[src/rtl/timer_ctrl_pkg.sv]
// rtl/timer_ctrl_pkg.sv - shared FSM encoding and default timing constants for the timer control front-end
package timer_ctrl_pkg;

  typedef enum logic {
    ST_IDLE = 1'b0,
    ST_RUN  = 1'b1
  } state_t;

  localparam int DEF_DEBOUNCE_CYCLES = 16;
  localparam int DEF_DB_CNT_W        = 8;
  localparam int DEF_SYNC_STAGES     = 2;

endpackage

[src/rtl/btn_debounce.sv]
// rtl/btn_debounce.sv - per-button synchroniser, debounce counter and press (rising-edge) detector
module btn_debounce
  import timer_ctrl_pkg::*;
#(
  parameter int SYNC_STAGES     = DEF_SYNC_STAGES,
  parameter int DEBOUNCE_CYCLES = DEF_DEBOUNCE_CYCLES,
  parameter int DB_CNT_W        = DEF_DB_CNT_W
) (
  input  logic clk,
  input  logic rst,
  input  logic raw,
  output logic db_level,
  output logic press
);

  logic [SYNC_STAGES-1:0] sync_q;
  logic [DB_CNT_W-1:0]    cnt;
  logic                   db_state;
  logic                   db_prev;
  logic                   synced;

  assign synced = sync_q[SYNC_STAGES-1];

  always_ff @(posedge clk or posedge rst) begin
    if (rst) begin
      sync_q   <= '0;
      cnt      <= '0;
      db_state <= 1'b0;
      db_prev  <= 1'b0;
    end else begin
      sync_q  <= {sync_q[SYNC_STAGES-2:0], raw};
      db_prev <= db_state;
      // Any cycle where the synced level agrees with db_state restarts the hold count.
      if (synced == db_state) begin
        cnt <= '0;
      end else if (cnt == DB_CNT_W'(DEBOUNCE_CYCLES - 1)) begin
        db_state <= synced;
        cnt      <= '0;
      end else begin
        cnt <= cnt + DB_CNT_W'(1);
      end
    end
  end

  assign db_level = db_state;
  assign press    = db_state & ~db_prev;

endmodule

[src/rtl/timer_button_ctrl.sv]
// rtl/timer_button_ctrl.sv - debounced buttons to start/stop command pulses via an IDLE/RUN FSM
// Optional clear button path built only when CLEAR_BTN_EN is defined.
module timer_button_ctrl
  import timer_ctrl_pkg::*;
#(
  parameter int DEBOUNCE_CYCLES = DEF_DEBOUNCE_CYCLES,
  parameter int DB_CNT_W        = DEF_DB_CNT_W,
  parameter int SYNC_STAGES     = DEF_SYNC_STAGES
) (
  input  logic clk,
  input  logic rst,
  input  logic btn_start_raw,
  input  logic btn_stop_raw,
`ifdef CLEAR_BTN_EN
  input  logic btn_clear_raw,
  output logic clear,
`endif
  output logic start,
  output logic stop,
  output logic running
);

  state_t state;
  logic   start_press;
  logic   stop_press;
  logic   start_level_unused;
  logic   stop_level_unused;

  btn_debounce #(
    .SYNC_STAGES    (SYNC_STAGES),
    .DEBOUNCE_CYCLES(DEBOUNCE_CYCLES),
    .DB_CNT_W       (DB_CNT_W)
  ) u_db_start (
    .clk     (clk),
    .rst     (rst),
    .raw     (btn_start_raw),
    .db_level(start_level_unused),
    .press   (start_press)
  );

  btn_debounce #(
    .SYNC_STAGES    (SYNC_STAGES),
    .DEBOUNCE_CYCLES(DEBOUNCE_CYCLES),
    .DB_CNT_W       (DB_CNT_W)
  ) u_db_stop (
    .clk     (clk),
    .rst     (rst),
    .raw     (btn_stop_raw),
    .db_level(stop_level_unused),
    .press   (stop_press)
  );

`ifdef CLEAR_BTN_EN
  logic clear_press;
  logic clear_level_unused;

  btn_debounce #(
    .SYNC_STAGES    (SYNC_STAGES),
    .DEBOUNCE_CYCLES(DEBOUNCE_CYCLES),
    .DB_CNT_W       (DB_CNT_W)
  ) u_db_clear (
    .clk     (clk),
    .rst     (rst),
    .raw     (btn_clear_raw),
    .db_level(clear_level_unused),
    .press   (clear_press)
  );
`endif

  // Only the command legal in the current state is acted on, so at most one pulse per cycle.
  always_ff @(posedge clk or posedge rst) begin
    if (rst) begin
      state   <= ST_IDLE;
      start   <= 1'b0;
      stop    <= 1'b0;
      running <= 1'b0;
`ifdef CLEAR_BTN_EN
      clear   <= 1'b0;
`endif
    end else begin
      start <= 1'b0;
      stop  <= 1'b0;
`ifdef CLEAR_BTN_EN
      clear <= 1'b0;
`endif
      case (state)
        ST_IDLE: begin
          if (start_press) begin
            state   <= ST_RUN;
            start   <= 1'b1;
            running <= 1'b1;
          end
`ifdef CLEAR_BTN_EN
          else if (clear_press) begin
            clear <= 1'b1;
          end
`endif
        end
        ST_RUN: begin
          if (stop_press) begin
            state   <= ST_IDLE;
            stop    <= 1'b1;
            running <= 1'b0;
          end
        end
        default: begin
          state   <= ST_IDLE;
          running <= 1'b0;
        end
      endcase
    end
  end

endmodule

[config.mk]
export PLATFORM = sky130hd
export DESIGN_NAME = timer_button_ctrl
export DESIGN_NICKNAME = d
export VERILOG_FILES = /design/src/rtl/timer_ctrl_pkg.sv /design/src/rtl/btn_debounce.sv /design/src/rtl/timer_button_ctrl.sv
export SDC_FILE = /design/constraint.sdc
export NUM_CORES = 1
export LEC_CHECK = 0
export ABC_AREA = 0
export CAP_MARGIN = 30
export CORE_MARGIN = 2
export CORE_UTILIZATION = 53
export DETAILED_ROUTE_END_ITERATION = 7
export PLACE_DENSITY_LB_ADDON = 0.1
export REMOVE_ABC_BUFFERS = 1
export SKIP_CTS_REPAIR_TIMING = 1
export SLEW_MARGIN = 10
export SYNTH_ARGS = -nofsm -noshare
export SYNTH_HDL_FRONTEND = slang
export SYNTH_SLANG_ARGS = --single-unit
export TNS_END_PERCENT = 100
[constraint.sdc]
create_clock -name clk -period 3.58 [get_ports clk]
set_input_delay 0.537 -clock clk [delete_from_list [all_inputs] [get_ports clk]]
set_output_delay 0.537 -clock clk [all_outputs]
set_load 0.01 [all_outputs]
==> results.md <==
* Worst-path clk slew at 130 ps
* Initial antenna violation count at 0
* Total number of nets in the final design at approximately 120
* Worst EP arrival at between 1000 and 1500 ps
* Post-layout min period at roughly 1800 ps
* Clock Latency Late Sink at between 300 and 400 ps
* Initial core utilization at a little under three fifths
* Max-slew violation count at 0
* Global-route wire length before repair at about 3200 um
* DIE WIDTH at slightly above 50 um
* Worst hold slack across all endpoints at ~370 ps
* Nature of the critical path endpoint: output port
* Crit Path Class: flop to output port
* Compound-cell area share of the yosys netlist at approximately 13%
* Largest stage delay on the critical path at 530 ps
* Data required time of the worst path at 3040 ps
* Main combinational cell family by area after synthesis: simple AND/OR/NAND/NOR gates
* Count of synthesis-stage warnings from yosys at 0
* Max stage delay cell, worst path: sky130_fd_sc_hd__clkdlybuf4s50_1
* Maximum resistive drop on vdd at 0.2323 mV
* Antenna viol nets, final at 0
* N_diodes at 0
* H-Tree Level Count at 1
* Die height at just over 50 um
* Setup TNS at 0 ps
* Area grow syn2layout at 12.38%
* Sequential-to-total area share from yosys stat at around three fifths
* Clock Path Buffers at 2
* Worst path cell trace: clkdlybuf4s50_1
* Post-Syn Area at 0.001162 mm2
* Count of buffering cells on the critical path with inverters included at 1
* Fraction of the cycle the final worst path needs at 49.06%
* Dominant delay contributor by cell family on the critical path: buffers and inverters
* Startpoint type of the worst setup path: flop
* Hold/Removal Path Class: flop to flop
* Library cell used as clock root buffer: sky130_fd_sc_hd__clkbuf_4
* CTS tree: built
* DRT iter0 DRCs at 15
* Final setup vio count at 0
* Post-Syn Area per Cell at between 10 and 15 um2
* Max-slew headroom at 60.54%
* Clk sinks at 28
* Slew at the pin closest to its max-slew limit at roughly 590 ps
* FF+latch count, synth at 28
* Via count of the routed design at about 750
* XOR/XNOR share of the synthesized area at 3.014%
* Portion of netlist area occupied by mux cells at ~1.9%
* Utilization of the core after routing at roughly 65%
* Gate Count Post-Synth at just under 100
* Adder and majority cell fraction of the synthesized area at under 10%
* Area taken by flip-flops and latches at 700.7 um2
* Final count of hold timing violations at 0
* Area occupied by multi-input gates at 439.2 um2
* Number of max-cap violations at 0
* Area post-placement at approximately 0.0013 mm2
* Power density normalized to cell area at 376.4 mW/mm2
* First-pass detailed-route iteration total at 4
* Total leakage power at about 0.57 nW
* Port Buffer Count at 6
* Post-synthesis share of cell area spent on and, or, nand and nor gates at 17.76%
* Avg Vias per Cell at 5.578
* Number of remaining DRC errors at 0
* Clk_skew at slightly above 5 ps
* Fill count at between 100 and 150
* Highest clock rate at between 0.5 and 0.6 GHz
* Number of distinct standard cells referenced by the synthesized netlist at 28
* Highest fanout seen on the critical path at 2
* Total half-perimeter wirelength after legalization and detailed placement at 1246 um
* Count of boundary I/O pins at 7
* Floorplan die area at between 0.002 and 0.003 mm2
* Placeable Area at 0.002022 mm2
* Gp weighted congestion at around 0.78
* RSZ-0062 raised after global routing: no
* FP Rows at 16
* Cts bufs inserted at 3
* Overall routed net length at about 1700 um
* All-layer global routing usage at about 16%
* Sum of overflow across all layers after global routing at 0
* Run status: finished, final reports clean
* Share of layout cells above drive strength 1 at just over 9%
* Pin count of the biggest net entering global routing at 20
* Cell area after layout at about 0.0013 mm2
* Routed wire length per instance at approximately 12 um
* Number of global-route vias before repair at slightly above 700
==> path summary, 6_finish.rpt <==
| kind | startpoint | cells after the start | end | slack [ps] |
|---|---|---|---|---|
| hold reg to reg | u_db_stop.sync_q[0] | 0 | u_db_stop.sync_q[1] | 370 |
| hold / removal | u_db_stop.sync_q[0] | 0 | u_db_stop.sync_q[1] | 370 |
| max in group asynchronous | rst | 3 | u_db_start.cnt[0] | 2630 |
| setup / recovery | running | 1 | running | 1820 |
| setup reg to reg | u_db_start.cnt[0] | 4 | u_db_start.db_level | 2080 |
| min in group asynchronous | rst | 2 | running | 510 |
==> sequential cells by signal (all words and copies together), names as in the netlist <==
name / count
running: 1
start: 1
state: 1
stop: 1
u_db_start.cnt: 8
u_db_start.db_level: 1
u_db_start.db_prev: 1
u_db_start.sync_q: 2
u_db_stop.cnt: 8
u_db_stop.db_level: 1
u_db_stop.db_prev: 1
u_db_stop.sync_q: 2
==> placed cells by master, fill, tap and decap left out, drive strengths merged, types with 2 or more instances in the layout <==
master / Yosys / final
dfrtp: 28 / 28
or3: 8 / 8
a21oi: 8 / 8
o21ai: 6 / 6
inv: 6 / 6
clkdlybuf4s50: 0 / 6
nor2: 5 / 5
nand2: 4 / 4
xnor2: 4 / 4
nand3: 4 / 4
clkbuf: 0 / 3
nand4: 3 / 3
nor4: 2 / 2
a31oi: 2 / 2
nor2b: 2 / 2
nand2b: 2 / 2
and2b: 2 / 2
mux2: 2 / 2
ha: 2 / 2
a41o: 2 / 2
==> report_power, final <==
part | internal, W | total [W] | leakage [nW] | switching [W]
Sequential | 0.000327 | 0.000338 | 0.377 | 0.0000107
Clock | 0.0000393 | 0.000119 | 0.0138 | 0.0000792
Combinational | 0.0000182 | 0.0000356 | 0.176 | 0.0000174
==> layout make-up <==
type	count	area share, %
Tap cell	27	2.586
Timing Repair Buffer	7	6.705
Multi-Input combinational cell	64	33.62
Sequential cell	28	53.64
Inverter	6	1.724
Clock buffer	3	1.724
==> cells by family after synthesis <==
logic type               Yosys count
AO/OA/AOI/OAI                     23
XOR/XNOR                           4
adder cells (fa/ha/maj)            2
buffers and inverters              6
flip-flops                        28
multiplexers                       2
AND/OR/NAND/NOR                   33
==> stage by stage <==
stage	instances	setup WS, ps	power, W
floorplan	98	2214	0.0003638
global placement	131	1842	0.0003749
detailed placement	132	2109	0.0003799
CTS	135	1801	0.0004991
global route	135	1758	0.0005186
finish	135	1824	0.0004917
==> Yosys cell counts, drive strengths merged <==
| cell type | number | area [um2] |
|---|---|---|
| ha | 2 | 25.02 |
| nand3 | 4 | 25.02 |
| inv | 6 | 22.52 |
| nand2b | 2 | 12.51 |
| nor3b | 1 | 7.510 |
| a21o | 1 | 7.510 |
| nand4 | 3 | 25.02 |
| a22o | 1 | 8.760 |
| nor2b | 2 | 12.51 |
| mux2 | 2 | 22.52 |
| o21ai | 6 | 30.03 |
| and2b | 2 | 15.01 |
| nand2 | 4 | 15.01 |
| a31oi | 2 | 12.51 |
| o21bai | 1 | 7.510 |
| dfrtp | 28 | 700.7 |
| xnor2 | 4 | 35.03 |
| or3 | 8 | 50.05 |
| a311oi | 1 | 8.760 |
| nor4 | 2 | 25.02 |
| a21oi | 8 | 43.79 |
| a41o | 2 | 21.27 |
| a221o | 1 | 10.01 |
| nor2 | 5 | 18.77 |
==> routing by layer <==
metal / track usage, % / wire length (um) / up-vias / part of all wire (%)
li1: - / - / 374 / -
met1: 23.29 / 836 / 358 / 50
met2: 25.22 / 752 / 19 / 45
met3: 2.632 / 54 / 2 / 3.2
met4: 6.757 / 21 / 0 / 1.3
met5: 0 / 0 / - / 0
Power figures use the tool's default switching activity.
